`src/rtl/sead_ecc_reg.sv`:
```
// SEC-DED protected register with bit interleaving across NSEG Hamming
// segments, idle-cycle scrubbing, error injection and error accounting.
module sead_ecc_reg #(
    parameter int unsigned           DATA_W    = 32,
    parameter int unsigned           SEG_W     = 11,
    parameter logic [DATA_W-1:0]     RESET_VAL = '0,
    parameter int unsigned           CNT_W     = 8
) (
    input  logic              clk,
    input  logic              rstN,
    input  logic              load_en,
    input  logic [DATA_W-1:0] data_in,
    input  logic              inj_en,
    input  logic [DATA_W-1:0] inj_mask,
    input  logic              clear_err,
    output logic [DATA_W-1:0] data_out,
    output logic              ce_pulse,
    output logic              double_error_flag,
    output logic [CNT_W-1:0]  ce_count
);

    // Smallest P with 2^P >= m + P + 1.
    function automatic int unsigned calc_p(input int unsigned m);
        int unsigned res;
        logic        found;
        res   = 1;
        found = 1'b0;
        for (int unsigned p = 1; p < 31; p++) begin
            if (!found && ((32'd1 << p) >= m + p + 1)) begin
                res   = p;
                found = 1'b1;
            end
        end
        return res;
    endfunction

    localparam int unsigned NSEG  = (DATA_W + SEG_W - 1) / SEG_W;
    localparam int unsigned P     = calc_p(SEG_W);
    localparam int unsigned NPOS  = SEG_W + P;
    localparam int unsigned CHK_W = NSEG * (P + 1);

    typedef struct packed {
        logic [DATA_W-1:0] data;
        logic              ce;
        logic              ue;
    } dec_t;

    // Per segment: bits [P-1:0] are Hamming checks, bit P is overall parity.
    // Data slot j of segment s is data bit s + j*NSEG; missing slots read as 0.
    function automatic logic [CHK_W-1:0] encode(input logic [DATA_W-1:0] d);
        logic [CHK_W-1:0] c;
        logic [P-1:0]     chk;
        logic             par;
        int unsigned      slot;
        int unsigned      idx;
        c = '0;
        for (int unsigned s = 0; s < NSEG; s++) begin
            chk  = '0;
            par  = 1'b0;
            slot = 0;
            for (int unsigned pos = 1; pos <= NPOS; pos++) begin
                if ((pos & (pos - 1)) != 0) begin
                    idx = s + slot * NSEG;
                    if (idx < DATA_W && d[idx]) begin
                        chk = chk ^ pos[P-1:0];
                        par = ~par;
                    end
                    slot++;
                end
            end
            c[s*(P+1) +: (P+1)] = {par ^ (^chk), chk};
        end
        return c;
    endfunction

    // Syndrome starts from the stored checks and absorbs recomputed ones;
    // mismatch parity covers the whole received codeword (data, checks, parity).
    function automatic dec_t decode(input logic [DATA_W-1:0] d,
                                    input logic [CHK_W-1:0]  c);
        dec_t         r;
        logic [P-1:0] syn;
        logic         pmis;
        logic         any_ce;
        int unsigned  slot;
        int unsigned  idx;
        int unsigned  syn_i;
        r.data = d;
        r.ce   = 1'b0;
        r.ue   = 1'b0;
        any_ce = 1'b0;
        for (int unsigned s = 0; s < NSEG; s++) begin
            syn  = c[s*(P+1) +: P];
            pmis = c[s*(P+1) + P] ^ (^c[s*(P+1) +: P]);
            slot = 0;
            for (int unsigned pos = 1; pos <= NPOS; pos++) begin
                if ((pos & (pos - 1)) != 0) begin
                    idx = s + slot * NSEG;
                    if (idx < DATA_W && d[idx]) begin
                        syn  = syn ^ pos[P-1:0];
                        pmis = ~pmis;
                    end
                    slot++;
                end
            end
            syn_i = 32'(syn);
            if (syn_i != 0 || pmis) begin
                if (pmis && syn_i <= NPOS) begin
                    any_ce = 1'b1;
                    slot   = 0;
                    for (int unsigned pos = 1; pos <= NPOS; pos++) begin
                        if ((pos & (pos - 1)) != 0) begin
                            idx = s + slot * NSEG;
                            if (pos == syn_i && idx < DATA_W) begin
                                r.data[idx] = ~d[idx];
                            end
                            slot++;
                        end
                    end
                end else begin
                    r.ue = 1'b1;
                end
            end
        end
        r.ce = any_ce & ~r.ue;
        return r;
    endfunction

    localparam logic [CHK_W-1:0] CHK_RST = encode(RESET_VAL);

    logic [DATA_W-1:0] data_q, data_d;
    logic [CHK_W-1:0]  chk_q, chk_d;
    logic              ce_pulse_q, ce_pulse_d;
    logic              due_q, due_d;
    logic [CNT_W-1:0]  ce_count_q, ce_count_d;
    dec_t              dec;

    // Combinational decode of the stored codewords.
    always_comb begin
        dec = decode(data_q, chk_q);
    end

    // Write action priority (load, inject, scrub, hold) and error accounting.
    always_comb begin
        data_d     = data_q;
        chk_d      = chk_q;
        ce_pulse_d = dec.ce;
        due_d      = due_q;
        ce_count_d = ce_count_q;

        if (load_en) begin
            data_d = data_in;
            chk_d  = encode(data_in);
        end else if (inj_en) begin
            data_d = data_q ^ inj_mask;
        end else if (dec.ce) begin
            data_d = dec.data;
            chk_d  = encode(dec.data);
        end

        // Same-cycle events override clear_err.
        if (clear_err) begin
            due_d      = 1'b0;
            ce_count_d = '0;
        end
        if (dec.ue) begin
            due_d = 1'b1;
        end
        if (dec.ce) begin
            if (clear_err) begin
                ce_count_d = {{(CNT_W-1){1'b0}}, 1'b1};
            end else if (ce_count_q != '1) begin
                ce_count_d = ce_count_q + 1'b1;
            end
        end
    end

    // State registers with asynchronous reset.
    always_ff @(posedge clk or negedge rstN) begin
        if (!rstN) begin
            data_q     <= RESET_VAL;
            chk_q      <= CHK_RST;
            ce_pulse_q <= 1'b0;
            due_q      <= 1'b0;
            ce_count_q <= '0;
        end else begin
            data_q     <= data_d;
            chk_q      <= chk_d;
            ce_pulse_q <= ce_pulse_d;
            due_q      <= due_d;
            ce_count_q <= ce_count_d;
        end
    end

    assign data_out          = dec.data;
    assign ce_pulse          = ce_pulse_q;
    assign double_error_flag = due_q;
    assign ce_count          = ce_count_q;

endmodule

```
`config.mk`:
```
export PLATFORM = sky130hd
export DESIGN_NAME = sead_ecc_reg
export DESIGN_NICKNAME = d
export VERILOG_FILES = /design/src/rtl/sead_ecc_reg.sv
export SDC_FILE = /design/constraint.sdc
export NUM_CORES = 1
export LEC_CHECK = 0
export CORE_ASPECT_RATIO = 0.9
export CORE_MARGIN = 5
export CORE_UTILIZATION = 55
export CTS_BUF_LIST = sky130_fd_sc_hd__clkbuf_4
export DETAILED_ROUTE_END_ITERATION = 10
export GPL_ROUTABILITY_DRIVEN = 0
export PLACE_DENSITY = 0.82
export SYNTH_ARGS = -nofsm -noshare
export SYNTH_HDL_FRONTEND = slang
export SYNTH_SLANG_ARGS = --single-unit
```
`constraint.sdc`:
```
create_clock -name clk -period 5.2 [get_ports clk]
set_input_delay 1.04 -clock clk [delete_from_list [all_inputs] [get_ports clk]]
set_output_delay 1.04 -clock clk [all_outputs]
set_load 0.02 [all_outputs]
```
==> qor.yml <==
synth_edf_count: 0
cpPeakStageDelay_ps: 670
core_area_sq_um: 11500
cp-end-kind: "output port"
finalHoldViolCount: 0
syn_to_final_growth_pct: 18.9
cts_hold_buf: 0
relSlewSlack_pct: 23.8
setup_ws_ps: 312
die_area_sq_um: 14000
critical_path_class: "reg2out"
setup_violations: 0
cp-start-kind: "register"
worst_ep_arrival_time_ps: 3850
async_flop_share_pct: 100
placed_cells: 944
antenna_left: 0
synth_top_area_share_pct: 22.1
route.detailed.drc: 0
synthCells: 716
cts.sinks: 57
initial_core_util_pct: 56.2
fmax_mhz: 205
grt_antenna_before_repair: 0
hp-start: "double_error_flag$_DFFE_PN0P_"
cpMostUsedCell: "nand2_1"
critPathMaxFanout: 6
status: "completed"
crit_slowest_cell: "clkdlybuf4s50_1"
wire_per_inst_microns: 18.3
globalRoute.totalOverflow: 0
path_clk_slew_ps: 110
nNetsFinal: 869
place_ws_ps: 755
post-route-period-util_pct: 94.0
hp-class: "reg2reg"
rsz0062_at_grt: "false"
cts_tree: "yes"
yosysUniqueCellTypes: 68
grt_pass1_wl_mm: 28.8
ys_ff_latch: 57
route.vias.total: 5651
setup-tns-final_ps: 0
worst_r2r_path_depth: 11
dp_hpwl_mm: 13.4
worstHoldEndpoint: "double_error_flag$_DFFE_PN0P_"
yosysWarnings: 0
drv_cap: 0
report.final.slew_viol_count: 0
regToRegEndpoint: "data_q[18]$_DFFE_PN0P_"
cts_root_buf: "clkbuf_4"
clock_tree.buffer_depth: 2
numCtsBuffers: 9
die_x_microns: 124
required_ps: 4160
synth_top_area_cell: "dfrtp_1"
ys.flop_type: "dfrtp_1"
place.port_buffers: 110
cts_htree_levels: 3
grt_pass1_vias: 5635
io_pins: 111
antenna_cells: 0
finalClockSkew_ps: 16.6
grt_max_degree: 68
synth_area_leaders: "dfrtp_1 22%, xnor2_1 20%, xor2_1 9.1%"
wl_mm: 17.5
vias_per_cell: 5.89
num_rows: 37
crit_chain: "xor3_1 -> xor2_1 -> nand2_1 -> o22ai_1 -> mux2_2 -> nand2_1 -> xnor2_1 -> clkdlybuf4s50_1"
fillerInstances: 966
drive_above_1_share_pct: 6.97
firstDrtPassIters: 8
max_slew.worst_pin.slew_ps: 1140
r2r-start: "data_q[3]$_DFFE_PN0P_"
die_h_microns: 113
syn_nets: 786
fin_cells: 960
finalCriticalPeriod_ps: 4890
syn_area_sq_um: 6460
drt-initial-drc-count: 558
clk_latency_ps: 460
syn_avg_cell_area_sq_um: 9.02
ys_seq_area_share_pct: 22.1
reg2reg_setup_slack_ps: 1190
holdWs_ps: 568
grt_use_total_pct: 25.1
holdPathStages: 2
-- flip-flops by register name (all words and copies together), names as in the netlist --
signal and cells:
ce_pulse 1, chk_q 15, data_q 32, double_error_flag 1, ce_count 8
-- worst max-delay path: cells and delay by family (launching register included) --
kind | cells | cell delay [ps]
buffers and inverters | 1 | 670
XOR/XNOR | 3 | 1260
AO/OA/AOI/OAI | 1 | 390
multiplexers | 1 | 300
AND/OR/NAND/NOR | 2 | 260
flip-flops | 1 | 510
-- how the worst max path moves through the flow --
stage	startpoint	slack, ps	cells past startpoint	to
after global placement	data_q[26]$_DFFE_PN0P_	840	8	data_out[14]
after detailed placement	data_q[26]$_DFFE_PN0P_	760	8	data_out[14]
after floorplan	data_q[17]$_DFFE_PN0P_	1690	8	data_out[8]
after global routing	data_q[17]$_DFFE_PN0P_	100	8	data_out[14]
after CTS	data_q[26]$_DFFE_PN0P_	230	8	data_out[14]
final	data_q[17]$_DFFE_PN0P_	310	8	data_out[14]
-- synth_stat cells, drive strengths merged (10+ instances only) --
cell type,number
buf,27
clkbuf,18
a211oi,14
nor3,14
nand2,80
nand3,15
mux2i,14
a21oi,13
and3,20
dfrtp,57
xnor2,153
o21ai,44
o41ai,10
xnor3,20
xor2,72
nor2,39
-- cells by family (layout without fill, tap and decap cells) --
kind of cell	Yosys count	count (layout)	share of synthesized area [%]
xor+xnor	250	250	41.1
simple gates	200	200	14.8
compound gates	139	139	15.3
flops	57	57	22.1
buf+inv	51	139	3.68
mux	18	18	2.87
fa+ha+maj	1	1	0.194
-- final cells by class --
class                   count  area [sq um]  area share [%]
well taps                 156           195            2.54
multi-input cells         608          4790            62.4
inverters                   6          22.5           0.293
clock inverters             6          25.0           0.326
repair buffers            117          1140            14.8
clock buffers              10          75.1           0.978
flip-flops and latches     57          1430            18.6
-- metrics by stage --
step / util [%] / area (sq um)
final: 66.9 / 7680
after global routing: 66.9 / 7680
after CTS: 66.9 / 7680
after detailed placement: 66.0 / 7580
after global placement: 66.0 / 7580
after floorplan: - / 6460
-- per-layer routing --
layer	vias up	global-route usage (%)	wire, microns
met1	2695	33.2	7590
met5	-	0	0
met4	0	9.28	472
met3	42	5.47	1220
met2	259	40.6	8260
li1	2655	-	-
-- what timing repair did --
item | 4_1_cts | 5_1_grt
hold endpoints to repair | 0 | 0
setup buffers | 0 | 0
resized for setup | 0 | 1
setup endpoints to repair | 0 | 1
-- placed cells by master (no fill, tap or decap), drive strengths merged, types with 15 or more instances in the layout --
| cell type | count |
|---|---|
| xnor2 | 153 |
| nand3 | 15 |
| o21ai | 44 |
| nor2 | 39 |
| clkdlybuf4s50 | 107 |
| xor2 | 72 |
| nand2 | 80 |
| and3 | 20 |
| xnor3 | 20 |
| dfrtp | 57 |
Power is left out: the tool's default activity adds up to more than one toggle a clock period on the data nets, which glitch-free logic cannot reach.
